===== src/rtl/bsg_nonsynth_dramsim3_req_buffer.sv =====
// In-order request queue for one dramsim3 channel, with read-credit gating of the head.
// Define BSG_DRAMSIM3_REQ_BUFFER_STATS_EN to build the full/credit stall counters.
module bsg_nonsynth_dramsim3_req_buffer
  #(parameter int channel_addr_width_p = 32
  , parameter int data_width_p = 64
  , parameter int els_p = 4
  , parameter int max_reads_p = 8
  , localparam int mask_width_lp = data_width_p >> 3
  , localparam int rd_cnt_width_lp = ((max_reads_p + 1) > 1) ? $clog2(max_reads_p + 1) : 1
  )
  (input  logic                            clk_i
  , input  logic                            reset_i

  , input  logic                            v_i
  , input  logic                            write_not_read_i
  , input  logic [channel_addr_width_p-1:0] ch_addr_i
  , input  logic [data_width_p-1:0]         data_i
  , input  logic [mask_width_lp-1:0]        mask_i
  , output logic                            ready_o

  , output logic                            v_o
  , output logic                            write_not_read_o
  , output logic [channel_addr_width_p-1:0] ch_addr_o
  , output logic                            data_v_o
  , output logic [data_width_p-1:0]         data_o
  , output logic [mask_width_lp-1:0]        mask_o
  , input  logic                            yumi_i

  , input  logic                            read_done_i
  , output logic [rd_cnt_width_lp-1:0]      outstanding_reads_o
  , output logic                            empty_o

  , output logic [31:0]                     full_stall_o
  , output logic [31:0]                     credit_stall_o
  );

  localparam int lg_els_lp = $clog2(els_p);
  localparam logic [rd_cnt_width_lp-1:0] max_reads_lp = rd_cnt_width_lp'(max_reads_p);

  typedef struct packed {
    logic                            write_not_read;
    logic [channel_addr_width_p-1:0] addr;
    logic [data_width_p-1:0]         data;
    logic [mask_width_lp-1:0]        mask;
  } entry_s;

  entry_s mem [els_p];
  entry_s head;
  entry_s incoming;

  logic [lg_els_lp:0] wptr, rptr;
  logic queue_empty, queue_full;
  logic enq, deq;
  logic credit_ok;
  logic rd_inc, rd_dec;
  logic [rd_cnt_width_lp-1:0] rd_cnt;

  // Extra MSB on each pointer tells a full queue from an empty one.
  assign queue_empty = (wptr == rptr);
  assign queue_full  = (wptr[lg_els_lp] != rptr[lg_els_lp])
                    && (wptr[lg_els_lp-1:0] == rptr[lg_els_lp-1:0]);

  assign head = mem[rptr[lg_els_lp-1:0]];

  assign incoming.write_not_read = write_not_read_i;
  assign incoming.addr           = ch_addr_i;
  assign incoming.data           = data_i;
  assign incoming.mask           = mask_i;

  // Full is judged on registered state only, so a same-cycle dequeue never frees a slot.
  assign ready_o = ~queue_full;
  assign enq     = v_i & ~queue_full;

  assign credit_ok = (rd_cnt < max_reads_lp);
  assign v_o       = ~queue_empty & (head.write_not_read | credit_ok);
  assign deq       = yumi_i & v_o;

  assign write_not_read_o = head.write_not_read;
  assign ch_addr_o        = head.addr;
  assign data_o           = head.data;
  assign mask_o           = head.mask;
  assign data_v_o         = v_o & head.write_not_read;

  always_ff @(posedge clk_i) begin
    if (enq) begin
      mem[wptr[lg_els_lp-1:0]] <= incoming;
    end
  end

  always_ff @(posedge clk_i) begin
    if (reset_i) begin
      wptr <= '0;
      rptr <= '0;
    end
    else begin
      if (enq) wptr <= wptr + 1'b1;
      if (deq) rptr <= rptr + 1'b1;
    end
  end

  // A spurious read_done at zero is dropped so the count cannot underflow.
  assign rd_inc = deq & ~head.write_not_read;
  assign rd_dec = read_done_i & (rd_cnt != '0);

  always_ff @(posedge clk_i) begin
    if (reset_i) begin
      rd_cnt <= '0;
    end
    else begin
      case ({rd_inc, rd_dec})
        2'b10:   rd_cnt <= rd_cnt + 1'b1;
        2'b01:   rd_cnt <= rd_cnt - 1'b1;
        default: rd_cnt <= rd_cnt;
      endcase
    end
  end

  assign outstanding_reads_o = rd_cnt;
  assign empty_o             = queue_empty & (rd_cnt == '0);

`ifdef BSG_DRAMSIM3_REQ_BUFFER_STATS_EN
  logic [31:0] full_stall_r, credit_stall_r;
  logic        full_stall_hit, credit_stall_hit;

  assign full_stall_hit   = v_i & ~ready_o;
  assign credit_stall_hit = ~queue_empty & ~head.write_not_read & ~credit_ok;

  always_ff @(posedge clk_i) begin
    if (reset_i) begin
      full_stall_r   <= '0;
      credit_stall_r <= '0;
    end
    else begin
      if (full_stall_hit && (full_stall_r != 32'hFFFF_FFFF))
        full_stall_r <= full_stall_r + 32'd1;
      if (credit_stall_hit && (credit_stall_r != 32'hFFFF_FFFF))
        credit_stall_r <= credit_stall_r + 32'd1;
    end
  end

  assign full_stall_o   = full_stall_r;
  assign credit_stall_o = credit_stall_r;
`else
  assign full_stall_o   = 32'b0;
  assign credit_stall_o = 32'b0;
`endif

`ifndef SYNTHESIS
  always_ff @(posedge clk_i) begin
    if (!reset_i) begin
      assert (!yumi_i || v_o)
        else $error("bsg_nonsynth_dramsim3_req_buffer: yumi_i without v_o");
      assert (!read_done_i || (rd_cnt != '0))
        else $error("bsg_nonsynth_dramsim3_req_buffer: read_done_i with no outstanding reads");
    end
  end
`endif

endmodule


===== config.mk =====
export PLATFORM = sky130hd
export DESIGN_NAME = bsg_nonsynth_dramsim3_req_buffer
export DESIGN_NICKNAME = d
export VERILOG_FILES = /design/src/rtl/bsg_nonsynth_dramsim3_req_buffer.sv
export SDC_FILE = /design/constraint.sdc
export NUM_CORES = 1
export LEC_CHECK = 0
export ABC_AREA = 1
export CELL_PAD_IN_SITES_DETAIL_PLACEMENT = 0
export CELL_PAD_IN_SITES_GLOBAL_PLACEMENT = 2
export CORE_ASPECT_RATIO = 1.2
export CORE_MARGIN = 2
export CORE_UTILIZATION = 37
export DETAILED_ROUTE_END_ITERATION = 10
export PLACE_DENSITY = 0.83
export SKIP_CTS_REPAIR_TIMING = 1
export SYNTH_ARGS = -nofsm -noshare
export SYNTH_HDL_FRONTEND = slang
export SYNTH_SLANG_ARGS = --single-unit

===== constraint.sdc =====
create_clock -name clk_i -period 9 [get_ports clk_i]
set_input_delay 1.8 -clock clk_i [delete_from_list [all_inputs] [get_ports clk_i]]
set_output_delay 1.8 -clock clk_i [all_outputs]
set_load 0.03 [all_outputs]

Yosys cells after proc, flatten, opt, wreduce, memory -nomap -nowiden
Memory sizes are Yosys's and may differ from the RTL's. A register that Yosys moved wholly into a read port is not among the register bits.
Cells that the tools add are included.
{"block": "classes", "add_sub_neg": 4, "magnitude_cmp": 1, "n_eq_ne": 5, "mux": 5, "bitwise": 11, "n_reduce_logical": 4}
{"op": "case mux 4 bit (2 select lines)", "count": 1}
{"op": "AND 1 bit", "count": 7}
{"op": "adder 3 x 1 -> 3 bit, second input constant", "count": 2}
{"op": "adder 4 x 1 -> 4 bit, second input constant", "count": 1}
{"op": "logical NOT 4 bit", "count": 1}
{"op": "less-than comparator 4 bit, second input constant", "count": 1}
{"op": "2-to-1 mux 2 bit", "count": 2}
{"op": "nonzero test 4 bit", "count": 1}
{"op": "subtractor 4 x 1 -> 4 bit, second input constant", "count": 1}
{"op": "equality test 3 bit", "count": 1}
{"op": "NOT 1 bit", "count": 3}
{"op": "equality test 2 x 1 -> 1 bit, second input constant", "count": 1}
{"op": "equality test 2 bit", "count": 1}
{"op": "equality test 2 bit, second input constant", "count": 1}
{"op": "2-to-1 mux 1 bit", "count": 2}
{"op": "nonzero test 2 bit", "count": 1}
{"op": "logical AND 1 bit", "count": 1}
{"op": "inequality test 1 bit", "count": 1}
{"op": "OR 1 bit", "count": 1}
{"block": "totals", "regBits": 10, "mem_bits_rw": 420, "output_inout_bits": 177, "elab_cells": 34, "n_memories": 1}
{"name": "mem", "depth": 4, "word_bits": 105, "rd": 1, "rd_ports_with_merged_regs": 1, "wr": 1, "line": "47", "rtl": "entry_s mem [els_p];"}

Longest topological paths before layout
{"block": "logic_depth", "depth_word": 7, "mapped_depth": 18, "depth_no_buf": 17}

Worst setup path before layout
Ideal clock, no wire load.
{"block": "synth_timing", "path_type": "input -> register", "start": "input v_i", "end": "memory mem[0][0] in the netlist's numbering, enable pin", "setup_ps": 570, "arrival_ps": 6341, "setup_slack_ps": 2088, "stages": 2, "n_path_buf": 0, "cell_sequence": "nand2_1 -> nor2_1"}
{"block": "synth_via", "elab_chain_len": 3}
{"element": "start: declaration", "line": "14", "rtl": ", input logic v_i"}
{"element": "AND 1 bit", "line": "72", "rtl": "assign enq = v_i & ~queue_full;"}
{"element": "2-to-1 mux 1 bit", "line": "85", "rtl": "if (enq) begin"}
{"element": "2-to-1 mux 1 bit (implied by the code)", "line": "86", "rtl": "mem[wptr[lg_els_lp-1:0]] <= incoming;"}
{"element": "end: declaration", "line": "47"}
Every way passes these cells.

==> reports/summary.txt <==
Critical Path RT -> 7.20 ns
FF+latch count, synth -> 432
CP Launch Type -> register
IO Pins -> 287
DRT Pass-1 Iters -> 4
Rows -> 85
Gr ovfl total -> 0
Post-Route Setup TNS -> 0 ns
Fill count -> 3,956
Vias in the first global route -> 9,642
Drt wl/cell -> 17.99 microns
FMAX -> 182.0 MHz
Pwr dens -> 278.9 nW/um^2
I/O Buffers -> 222
Lkg Pwr -> 6.871 nW
RSZ-0062 raised after global routing -> false
Worst Clk Skew -> 0.009486 ns
Reg-to-reg setup timing slack -> 5.73 ns
RR Endpoint -> outstanding_reads_o[2]$_SDFFE_PP0P_
First-pass GRT wire length -> 54,740 microns
DR iter-0 viols -> 533
CTS Buffer Depth -> 3
R2R cell count -> 13
Drt total wl -> 36,710 microns
Total Routing Usage GR -> 15.33%
Die height -> 237.0 microns
Placer Congestion -> 0.7370
Final Hold Fails -> 0
Share of layout cells above drive strength 1 -> 5.381%
Final critical-path required period -> 5.495 ns
DRT antenna net count -> 0
Max cap viols -> 0
Die area -> 46,980 sq um
Slowest cell on crit path -> buf_4
H-tree depth -> 2
Skew-Pair Late Insertion Delay -> 0.54 ns
Root Buffer -> clkbuf_16
Core outline area -> 44,770 sq um
Hold crit path type -> register to register
Final HPWL DP -> 20,330 microns
Tot Pwr -> 0.005723 W
WS Path Type -> register to output pin
Tightest Pin Transition -> 1.037 ns
Initial core utilization -> 37.40%
Hold endpoint -> wptr[2]$_SDFFE_PP0P_
Drt drc -> 0
CTS tree -> done
Register area -> 12,860 sq um
Pin count of the biggest net entering global routing -> 126
CP endpoint kind -> output pin
Area of the multi-input gates -> 3201 sq um
Synth unique cells -> 25
Max Slew Vio Count -> 0
Fin crit share -> 61.05%
Hold Crit Depth -> 2
Clk pin slew, worst setup/hold paths -> 0.06 ns
TritonCTS Sinks -> 432
CP max FO -> 125
Slew headroom -> 30.86%
Area delta synth->final -> 22.55%
DIE WIDTH -> 198.2 microns
Initial antenna violation count -> 4
CP Data Arrival Time -> 3.69 ns
Final setup violation count -> 0
Gate Count Post-Synth -> 1,188
Min-delay src -> wptr[2]$_SDFFE_PP0P_
TritonCTS Buffers -> 43
Via/cell ratio -> 4.806
Crit path largest cell delay -> 0.79 ns
Synth warnings -> 0
Final net count -> 1,517
DR vias -> 9,810
Post-synthesis sequential area ratio -> 76.75%
CP Cell Sequence -> inv_6 -> buf_4 -> o21ai_0 -> o22ai_1 -> clkdlybuf4s50_1
Status -> completed
Peak VDD IR -> 193.7 uV
Mapped cell area -> 16,740 sq um
Syn Area/Cell -> 14.09 sq um
synth_stat cells:
| master | instances | share of area (%) |
|---|---|---|
| conb_1 | 1 | 0.022 |
| buf_4 | 71 | 3.2 |
| edfxtp_1 | 420 | 75 |
| nand2_1 | 24 | 0.54 |
| o22ai_1 | 104 | 3.9 |
| nand4_1 | 2 | 0.075 |
| nand3b_1 | 2 | 0.090 |
| ha_1 | 8 | 0.60 |
| o21ai_1 | 27 | 0.81 |
| and2_1 | 1 | 0.037 |
| xnor2_1 | 1 | 0.052 |
| clkbuf_1 | 37 | 0.83 |
| dfxtp_1 | 12 | 1.4 |
| inv_2 | 2 | 0.045 |
| a21oi_1 | 7 | 0.21 |
| nand3_2 | 1 | 0.060 |
| nand2_2 | 1 | 0.037 |
| buf_2 | 10 | 0.30 |
| nor2_1 | 225 | 5.0 |
| xor2_1 | 5 | 0.26 |
| inv_1 | 19 | 0.43 |
| or3_1 | 1 | 0.037 |
| nand3_1 | 6 | 0.18 |
| o21ai_0 | 187 | 5.6 |
| buf_6 | 14 | 0.94 |
kinds of logic after synthesis:
| logic type | after synthesis | share of synthesized area (%) |
|---|---|---|
| DFF | 432 | 76.75 |
| AOI/OAI and AO/OA | 325 | 10.49 |
| and+or+nand+nor | 263 | 6.097 |
| buffers and inverters | 153 | 5.724 |
| adders and majority gates | 8 | 0.5978 |
| xor gates and xnor gates | 6 | 0.3138 |
| other | 1 | 0.02239 |
sequential cells by signal, summed over array words and instances (netlist names), named ones only:
name                 flops
mem                    420
wptr                     3
outstanding_reads_o      4
rptr                     3
per-layer routing:
metal  vias to the layer above  share of wire, %  global-route usage (%)
li1                       4695                 -                       -
met1                      4793                42                   18.67
met2                       261                49                   26.32
met3                        55               7.2                   4.714
met4                         6               1.9                   4.078
met5                         -             0.090                       0
through the flow:
| stage | worst slack (ns) | std cells | hold slack, ns | util, % | area [sq um] |
|---|---|---|---|---|---|
| 2_1_floorplan | 2.088 | 1251 | 0.4714 | - | 16980 |
| 4_1_cts | 3.498 | 2040 | 0.5168 | 45.83 | 20520 |
| 3_3_place_gp | 4.080 | 1963 | 0.4958 | 42.94 | 19230 |
| 3_5_place_dp | 4.083 | 1963 | 0.5072 | 42.94 | 19230 |
| 6_report | 3.505 | 2041 | 0.5094 | 45.83 | 20520 |
| 5_1_grt | 3.299 | 2040 | 0.5469 | 45.83 | 20520 |
placed cells by master (no fill, tap or decap):
cell type	n
dfxtp_4	2
nand2_1	24
xor2_1	5
and2_1	1
a21oi_1	7
conb_1	64
buf_4	13
nand2_2	1
nand3_2	1
nor2_4	4
ha_1	8
inv_1	19
clkinv_1	13
nand3_1	6
bufinv_16	1
nor2_1	221
o21ai_1	27
xnor2_1	1
inv_6	1
clkdlybuf4s50_1	222
dfxtp_1	10
clkbuf_16	45
o21ai_0	187
clkinvlp_4	2
clkinv_2	6
or3_1	1
nand3b_1	2
nand4_1	2
diode_2	1
clkbuf_1	10
clkinv_4	1
edfxtp_1	420
o22ai_1	104
how the worst max path moves through the flow:
stage | to | slack [ns] | from | depth (start not counted)
CTS | data_o[14] | 3.50 | register | 5
floorplan | mem[0][0]$_DFFE_PP_ | 2.09 | v_i | 2
global route | data_o[46] | 3.30 | register | 5
detailed placement | data_o[14] | 4.08 | register | 5
finish | data_o[40] | 3.51 | register | 5
global placement | ch_addr_o[26] | 4.08 | register | 5
layout make-up:
type	count	area share, %
diodes	1	0.01219
clock buffers	55	5.670
clock inverters	22	0.6219
inverters	21	0.4146
multi-input cells	666	15.60
flip-flops and latches	432	62.67
well taps	609	3.713
repair buffers	235	11.30
critical path, delay by kind of cell, from the launching register on:
kind | cells | cell delay, ns
flip-flops | 1 | 0.41
buffers and inverters | 3 | 2.17
AO/OA/AOI/OAI | 2 | 0.41
where the power goes:
group / internal (W) / switching (W) / total [W] / leakage [nW]
clock: 0.000938 / 0.000692 / 0.00163 / 0.625
sequential: 0.00233 / 0.0000601 / 0.00239 / 3.96
combinational: 0.000596 / 0.00111 / 0.00171 / 2.29
Note: power is estimated with default switching activity, not from simulation.
